<file path="config.mk">
export PLATFORM = sky130hd
export DESIGN_NAME = openframe_gpio_ctrl
export DESIGN_NICKNAME = d
export VERILOG_FILES = /design/src/rtl/openframe_gpio_pkg.sv /design/src/rtl/openframe_gpio_decode.sv /design/src/rtl/openframe_gpio_ctrl.sv
export SDC_FILE = /design/constraint.sdc
export NUM_CORES = 1
export LEC_CHECK = 0
export ABC_AREA = 1
export CAP_MARGIN = 20
export CORE_AREA = 3 3 260 262
export DETAILED_ROUTE_END_ITERATION = 8
export DIE_AREA = 0 0 263 265
export SLEW_MARGIN = 20
export SYNTH_ARGS = -nofsm -noshare
export SYNTH_HDL_FRONTEND = slang
export SYNTH_HIERARCHICAL = 1
export SYNTH_SLANG_ARGS = --single-unit
</file>
<file path="constraint.sdc">
create_clock -name wb_clk_i -period 11.95 [get_ports wb_clk_i]
set_input_delay 1.7925 -clock wb_clk_i [delete_from_list [all_inputs] [get_ports wb_clk_i]]
set_output_delay 1.7925 -clock wb_clk_i [all_outputs]
set_load 0.01 [all_outputs]
</file>
<file path="src/rtl/openframe_gpio_pkg.sv">
// Shared types for the openframe GPIO controller: pad mode codes, drive-mode
// encodings, the per-pad control record and the sequencer states.
package openframe_gpio_pkg;

  typedef enum logic [2:0] {
    MODE_DISABLED   = 3'd0,
    MODE_INPUT      = 3'd1,
    MODE_PULLUP     = 3'd2,
    MODE_PULLDOWN   = 3'd3,
    MODE_OUTPUT     = 3'd4,
    MODE_BIDIR      = 3'd5,
    MODE_OPEN_DRAIN = 3'd6,
    MODE_ANALOG     = 3'd7
  } gpio_mode_e;

  localparam logic [2:0] DM_HIZ        = 3'b000;
  localparam logic [2:0] DM_INPUT      = 3'b001;
  localparam logic [2:0] DM_PULLUP     = 3'b010;
  localparam logic [2:0] DM_PULLDOWN   = 3'b011;
  localparam logic [2:0] DM_OPEN_DRAIN = 3'b100;
  localparam logic [2:0] DM_STRONG     = 3'b110;

  typedef struct packed {
    logic [2:0] dm;
    logic       inp_dis;
    logic       oeb;
    logic       out;
    logic       analog_en;
  } pad_ctrl_t;

  typedef enum logic {
    ST_IDLE,
    ST_BREAK
  } ctrl_state_e;

endpackage

</file>
<file path="src/rtl/openframe_gpio_decode.sv">
// Single-pad decoder: active mode plus live user data to the gpiov2 control
// bundle; brk parks the pad output (oeb=1, out=0) while keeping its dm/inp_dis.
module openframe_gpio_decode
  import openframe_gpio_pkg::*;
(
  input  gpio_mode_e mode,
  input  logic       brk,
  input  logic       user_out,
  input  logic       user_oeb,
  output pad_ctrl_t  ctrl
);

  always_comb begin
    ctrl = '{dm: DM_HIZ, inp_dis: 1'b1, oeb: 1'b1, out: 1'b0, analog_en: 1'b0};
    case (mode)
      MODE_DISABLED:   ctrl = '{dm: DM_HIZ,        inp_dis: 1'b1, oeb: 1'b1,     out: 1'b0,     analog_en: 1'b0};
      MODE_INPUT:      ctrl = '{dm: DM_INPUT,      inp_dis: 1'b0, oeb: 1'b1,     out: 1'b0,     analog_en: 1'b0};
      MODE_PULLUP:     ctrl = '{dm: DM_PULLUP,     inp_dis: 1'b0, oeb: 1'b0,     out: 1'b1,     analog_en: 1'b0};
      MODE_PULLDOWN:   ctrl = '{dm: DM_PULLDOWN,   inp_dis: 1'b0, oeb: 1'b0,     out: 1'b0,     analog_en: 1'b0};
      MODE_OUTPUT:     ctrl = '{dm: DM_STRONG,     inp_dis: 1'b1, oeb: 1'b0,     out: user_out, analog_en: 1'b0};
      MODE_BIDIR:      ctrl = '{dm: DM_STRONG,     inp_dis: 1'b0, oeb: user_oeb, out: user_out, analog_en: 1'b0};
      MODE_OPEN_DRAIN: ctrl = '{dm: DM_OPEN_DRAIN, inp_dis: 1'b0, oeb: 1'b0,     out: user_out, analog_en: 1'b0};
      MODE_ANALOG:     ctrl = '{dm: DM_HIZ,        inp_dis: 1'b1, oeb: 1'b1,     out: 1'b0,     analog_en: 1'b1};
    endcase
    if (brk) begin
      ctrl.oeb = 1'b1;
      ctrl.out = 1'b0;
    end
  end

endmodule

</file>
<file path="src/rtl/openframe_gpio_ctrl.sv">
// Openframe pad configuration controller: shadow/active mode tables with a
// fixed-length break-before-make commit sequence driving all pad controls.
module openframe_gpio_ctrl
  import openframe_gpio_pkg::*;
#(
  parameter int NUM_PADS      = 44,
  parameter int SETTLE_CYCLES = 4
) (
  input  logic                wb_clk_i,
  input  logic                wb_rst_i,
  input  logic                cfg_valid,
  output logic                cfg_ready,
  input  logic [5:0]          cfg_addr,
  input  logic [2:0]          cfg_mode,
  input  logic                cfg_apply,
  output logic                busy,
  output logic                cfg_err,
  input  logic [NUM_PADS-1:0] user_out,
  input  logic [NUM_PADS-1:0] user_oeb,
  output logic [NUM_PADS-1:0] gpio_out,
  output logic [NUM_PADS-1:0] gpio_oeb,
  output logic [NUM_PADS-1:0] gpio_inp_dis,
  output logic [NUM_PADS-1:0] gpio_dm2,
  output logic [NUM_PADS-1:0] gpio_dm1,
  output logic [NUM_PADS-1:0] gpio_dm0,
  output logic [NUM_PADS-1:0] gpio_analog_en,
  output logic [NUM_PADS-1:0] gpio_ib_mode_sel,
  output logic [NUM_PADS-1:0] gpio_vtrip_sel,
  output logic [NUM_PADS-1:0] gpio_slow_sel,
  output logic [NUM_PADS-1:0] gpio_holdover,
  output logic [NUM_PADS-1:0] gpio_analog_sel,
  output logic [NUM_PADS-1:0] gpio_analog_pol
);

  localparam logic [6:0] PAD_LIMIT = 7'(NUM_PADS);
  localparam logic [7:0] LAST_CNT  = 8'(SETTLE_CYCLES - 1);

  ctrl_state_e state_q, state_d;
  logic [7:0]  cnt_q;
  logic        err_q;
  gpio_mode_e  shadow_q [NUM_PADS];
  gpio_mode_e  active_q [NUM_PADS];

  logic wr_fire, addr_ok, break_done;

  assign cfg_ready  = !wb_rst_i && (state_q == ST_IDLE);
  assign busy       = (state_q == ST_BREAK);
  assign cfg_err    = err_q;
  assign wr_fire    = cfg_valid && cfg_ready;
  assign addr_ok    = {1'b0, cfg_addr} < PAD_LIMIT;
  assign break_done = busy && (cnt_q == LAST_CNT);

  always_comb begin
    state_d = state_q;
    case (state_q)
      ST_IDLE:  if (cfg_apply)  state_d = ST_BREAK;
      ST_BREAK: if (break_done) state_d = ST_IDLE;
    endcase
  end

  // A write landing with the apply edge is already in shadow_q when BREAK starts.
  always_ff @(posedge wb_clk_i) begin
    if (wb_rst_i) begin
      state_q <= ST_IDLE;
      cnt_q   <= '0;
      err_q   <= 1'b0;
      for (int i = 0; i < NUM_PADS; i++) begin
        shadow_q[i] <= MODE_DISABLED;
        active_q[i] <= MODE_DISABLED;
      end
    end else begin
      state_q <= state_d;
      cnt_q   <= busy ? cnt_q + 8'd1 : 8'd0;
      if (wr_fire && !addr_ok) err_q <= 1'b1;
      for (int i = 0; i < NUM_PADS; i++) begin
        if (wr_fire && (cfg_addr == 6'(i))) shadow_q[i] <= gpio_mode_e'(cfg_mode);
        if (break_done)                     active_q[i] <= shadow_q[i];
      end
    end
  end

  for (genvar i = 0; i < NUM_PADS; i++) begin : g_pad
    pad_ctrl_t pad_ctrl;

    openframe_gpio_decode u_decode (
      .mode     (active_q[i]),
      .brk      (busy && (shadow_q[i] != active_q[i])),
      .user_out (user_out[i]),
      .user_oeb (user_oeb[i]),
      .ctrl     (pad_ctrl)
    );

    assign gpio_dm2[i]       = pad_ctrl.dm[2];
    assign gpio_dm1[i]       = pad_ctrl.dm[1];
    assign gpio_dm0[i]       = pad_ctrl.dm[0];
    assign gpio_inp_dis[i]   = pad_ctrl.inp_dis;
    assign gpio_oeb[i]       = pad_ctrl.oeb;
    assign gpio_out[i]       = pad_ctrl.out;
    assign gpio_analog_en[i] = pad_ctrl.analog_en;
  end

  assign gpio_ib_mode_sel = '0;
  assign gpio_vtrip_sel   = '0;
  assign gpio_slow_sel    = '0;
  assign gpio_holdover    = '0;
  assign gpio_analog_sel  = '0;
  assign gpio_analog_pol  = '0;

endmodule

</file>
==> flow_summary.toml <==
[job]
maxCapViolCount = 0

[synthesis]
avgSynthCellArea_um2 = 7.86
synth-seq-cells = 274
synth_flop_cell = "edfxtp_1"
syn_inst = 2464
synthArstFlopShare = 0
ys_warn_count = 6
synth_seq_area_share = 0.420
syn_area_um2 = 19400
synth-edff-count = 264
synth.distinct_cells = 34

[global_route]
groute.usage.overall = 0.145
grt_pass1_wl_um = 81000
antenna_found_initial = 3
grt_remaining_overflow = 0
grt_pass1_vias = 14200
grt_max_degree = 58

[cells_and_area]
layout-drive-gt1-share = 0.0958
finish.utilization = 0.367
final_cells = 3748
multi_input_area_um2 = 8040
syn_to_final_growth_pct = 24.5
fill_cells = 6845
final_nets = 2960
seq_area_um2 = 8130

[critical_path]
cpLargestDelayFamily = "buffers and inverters"
regToRegStartpoint = "busy$_SDFF_PP0_"
critPathBufInv = 3
r2r_end = "active_q[8][2]$_SDFFCE_PN0P_"
crit_slowest_cell = "clkdlybuf4s50_1"
cp-end-kind = "output port"
cp_data_required_time_ps = 10160
slowest_delay_ps = 550
critPathKind = "in2out"
crit_chain = "clkdlybuf4s50_1, inv_1, nand2_1, nand2_1, nand2_1, clkdlybuf4s50_1"
reg2reg_slack_ps = 8430
worstPathArrival_ps = 3120
reg2reg_depth = 7
path_common_cell = "nand2_1"
cp_max_fo = 1
cp-start-kind = "primary input"

[min_path]
hold_path.startpoint = "cnt_q[0]$_SDFF_PP0_"
holdPathStages = 1
min_path_type = "reg2reg"
hold_path_end = "cnt_q[0]$_SDFF_PP0_"

[timing]
worstMarginPinSlew_ps = 1000
period_share = 0.411
fin_crit_ps = 4910
final-setup-viol-count = 0
slew_violations = 0
hold_viol = 0
clock-skew-final_ps = 11.8
rsz0062_at_grt = "no"
fmax_ghz = 0.204
slew_headroom = 0.328
layout_setup_ws_ps = 7040
hold_ws_ps = 452
finalSetupTns_ps = 0

[pwr]
p_int_mw = 1.81
p_clk_frac = 0.349
p_per_area_nw_per_um2 = 104
power_frac_seq = 0.461
p_switching_mw = 0.698
ir_drop_v = 0.0000976
p_comb_frac = 0.190
p_leak_nw = 10.6
p_sw_frac = 0.279

[place]
port_buffers = 411
dp_cells = 3689
hpwl_um = 41300
pre_cts_ws_ps = 7040
gp_congestion = 0.797

[floorplanning]
core-area_um2 = 65600
pin_count = 676
die-area_um2 = 69700
die_y_um = 265
rows = 94
initial_utilization = 0.295
die_x_um = 263

[clock_tree]
h-tree-depth = 1
cts_made_buffers = 31
cts_hold_buf = 0
tritoncts = "done"
clock-root-buffer = "clkbuf_16"
clkLatencyLatePin_ps = 560
cts_setup_buffers = 0
cts_buffer_depth = 3
ctsResizeCount = 0
path_clk_slew_ps = 60
cts.sinks = 274

[route]
drt_wl_total_um = 54000
drc = 0
ant_nets = 0
via_per_inst = 4.12
wl_per_cell_um = 14.4
drt_pre_antenna_iters = 5
first_iter_violations = 846
num_vias = 15400

[outcome]
run_status = "complete, no violations"
synth_stat cells, types with 25 or more instances:
library cell,instances,area (um^2)
or2_1,25,156
o21ai_0,48,240
nor2_1,282,1060
nor2_2,97,607
buf_4,265,1990
buf_6,31,349
xnor2_1,95,832
nor3_1,48,240
nand2_1,427,1600
a21oi_1,114,571
edfxtp_1,264,7930
inv_2,64,240
nand3_1,120,601
inv_1,394,1480
cells by family (layout without fill, tap and decap cells):
family	Yosys count	in the layout	synth area share
other	1	266	0.000194
AO/OA/AOI/OAI	220	220	0.0630
AND/OR/NAND/NOR	1063	1063	0.246
buffers and inverters	786	941	0.216
XOR/XNOR	119	119	0.0538
adder cells (fa/ha/maj)	1	1	0.000646
flip-flops	274	274	0.420
layout make-up:
| cell class | count | area share |
|---|---|---|
| Clock buffer | 41 | 0.0337 |
| Tap cell | 864 | 0.0449 |
| Timing Repair Buffer | 422 | 0.174 |
| Sequential cell | 274 | 0.337 |
| Inverter | 462 | 0.0721 |
| Multi-Input combinational cell | 1667 | 0.334 |
| Antenna cell | 2 | 0.000208 |
| Clock inverter | 16 | 0.00415 |
state kept, by name, summed over array words and instances, names as in the netlist:
signal	cells
active_q	132
shadow_q	132
cnt_q	8
busy	1
cfg_err	1
worst reg2reg max path, delay by kind of cell, from the launching register on:
kind / cells / cell delay [ps]
buf+inv: 3 / 1380
simple gates: 4 / 1230
flops: 1 / 750
through the flow:
step,power (mW),instance area [um^2]
floorplan,1.49,20300
global placement,1.65,23200
detailed placement,1.65,23200
CTS,2.54,24100
global route,2.63,24100
finish,2.50,24100
worst max path at each step:
stage | from | endpoint | slack, ps | depth (start not counted)
CTS | busy$_SDFF_PP0_ | gpio_oeb[33] | 6850 | 6
finish | user_oeb[38] | gpio_oeb[38] | 7040 | 6
floorplan | wb_rst_i | active_q[0][0]$_SDFFCE_PN0P_ | 6550 | 3
detailed placement | user_out[25] | gpio_out[25] | 7040 | 4
global route | busy$_SDFF_PP0_ | gpio_oeb[33] | 6870 | 6
global placement | user_oeb[38] | gpio_oeb[38] | 7030 | 6
power groups by stage:
stage / Sequential, mW / Combinational, mW / Clock (mW)
after floorplan: 1.16 / 0.332 / 0
after global placement: 1.17 / 0.477 / 0
after global routing: 1.16 / 0.524 / 0.939
after CTS: 1.16 / 0.481 / 0.901
final: 1.15 / 0.476 / 0.874
after detailed placement: 1.18 / 0.478 / 0
per-layer routing:
| layer | routed length, um | GRT usage |
|---|---|---|
| met5 | 13 | 0 |
| met3 | 2910 | 0.0271 |
| met4 | 628 | 0.0197 |
| met1 | 23700 | 0.188 |
| met2 | 26800 | 0.258 |
layout by cell type (no fill, tap or decap), drive strengths merged, types with 2 or more instances in the layout:
| cell type | n |
|---|---|
| buf | 12 |
| nor3 | 48 |
| clkinv | 13 |
| nor2 | 391 |
| diode | 2 |
| o21ai | 68 |
| conb | 264 |
| dfxtp | 10 |
| nand3b | 3 |
| xnor2 | 95 |
| inv | 463 |
| xor2 | 24 |
| nand3 | 125 |
| or2 | 25 |
| edfxtp | 264 |
| nand2 | 449 |
| nand4 | 21 |
| clkdlybuf4s50 | 410 |
| clkbuf | 41 |
| a21oi | 133 |
| o21bai | 19 |
Note: power is estimated with default switching activity, not from simulation.
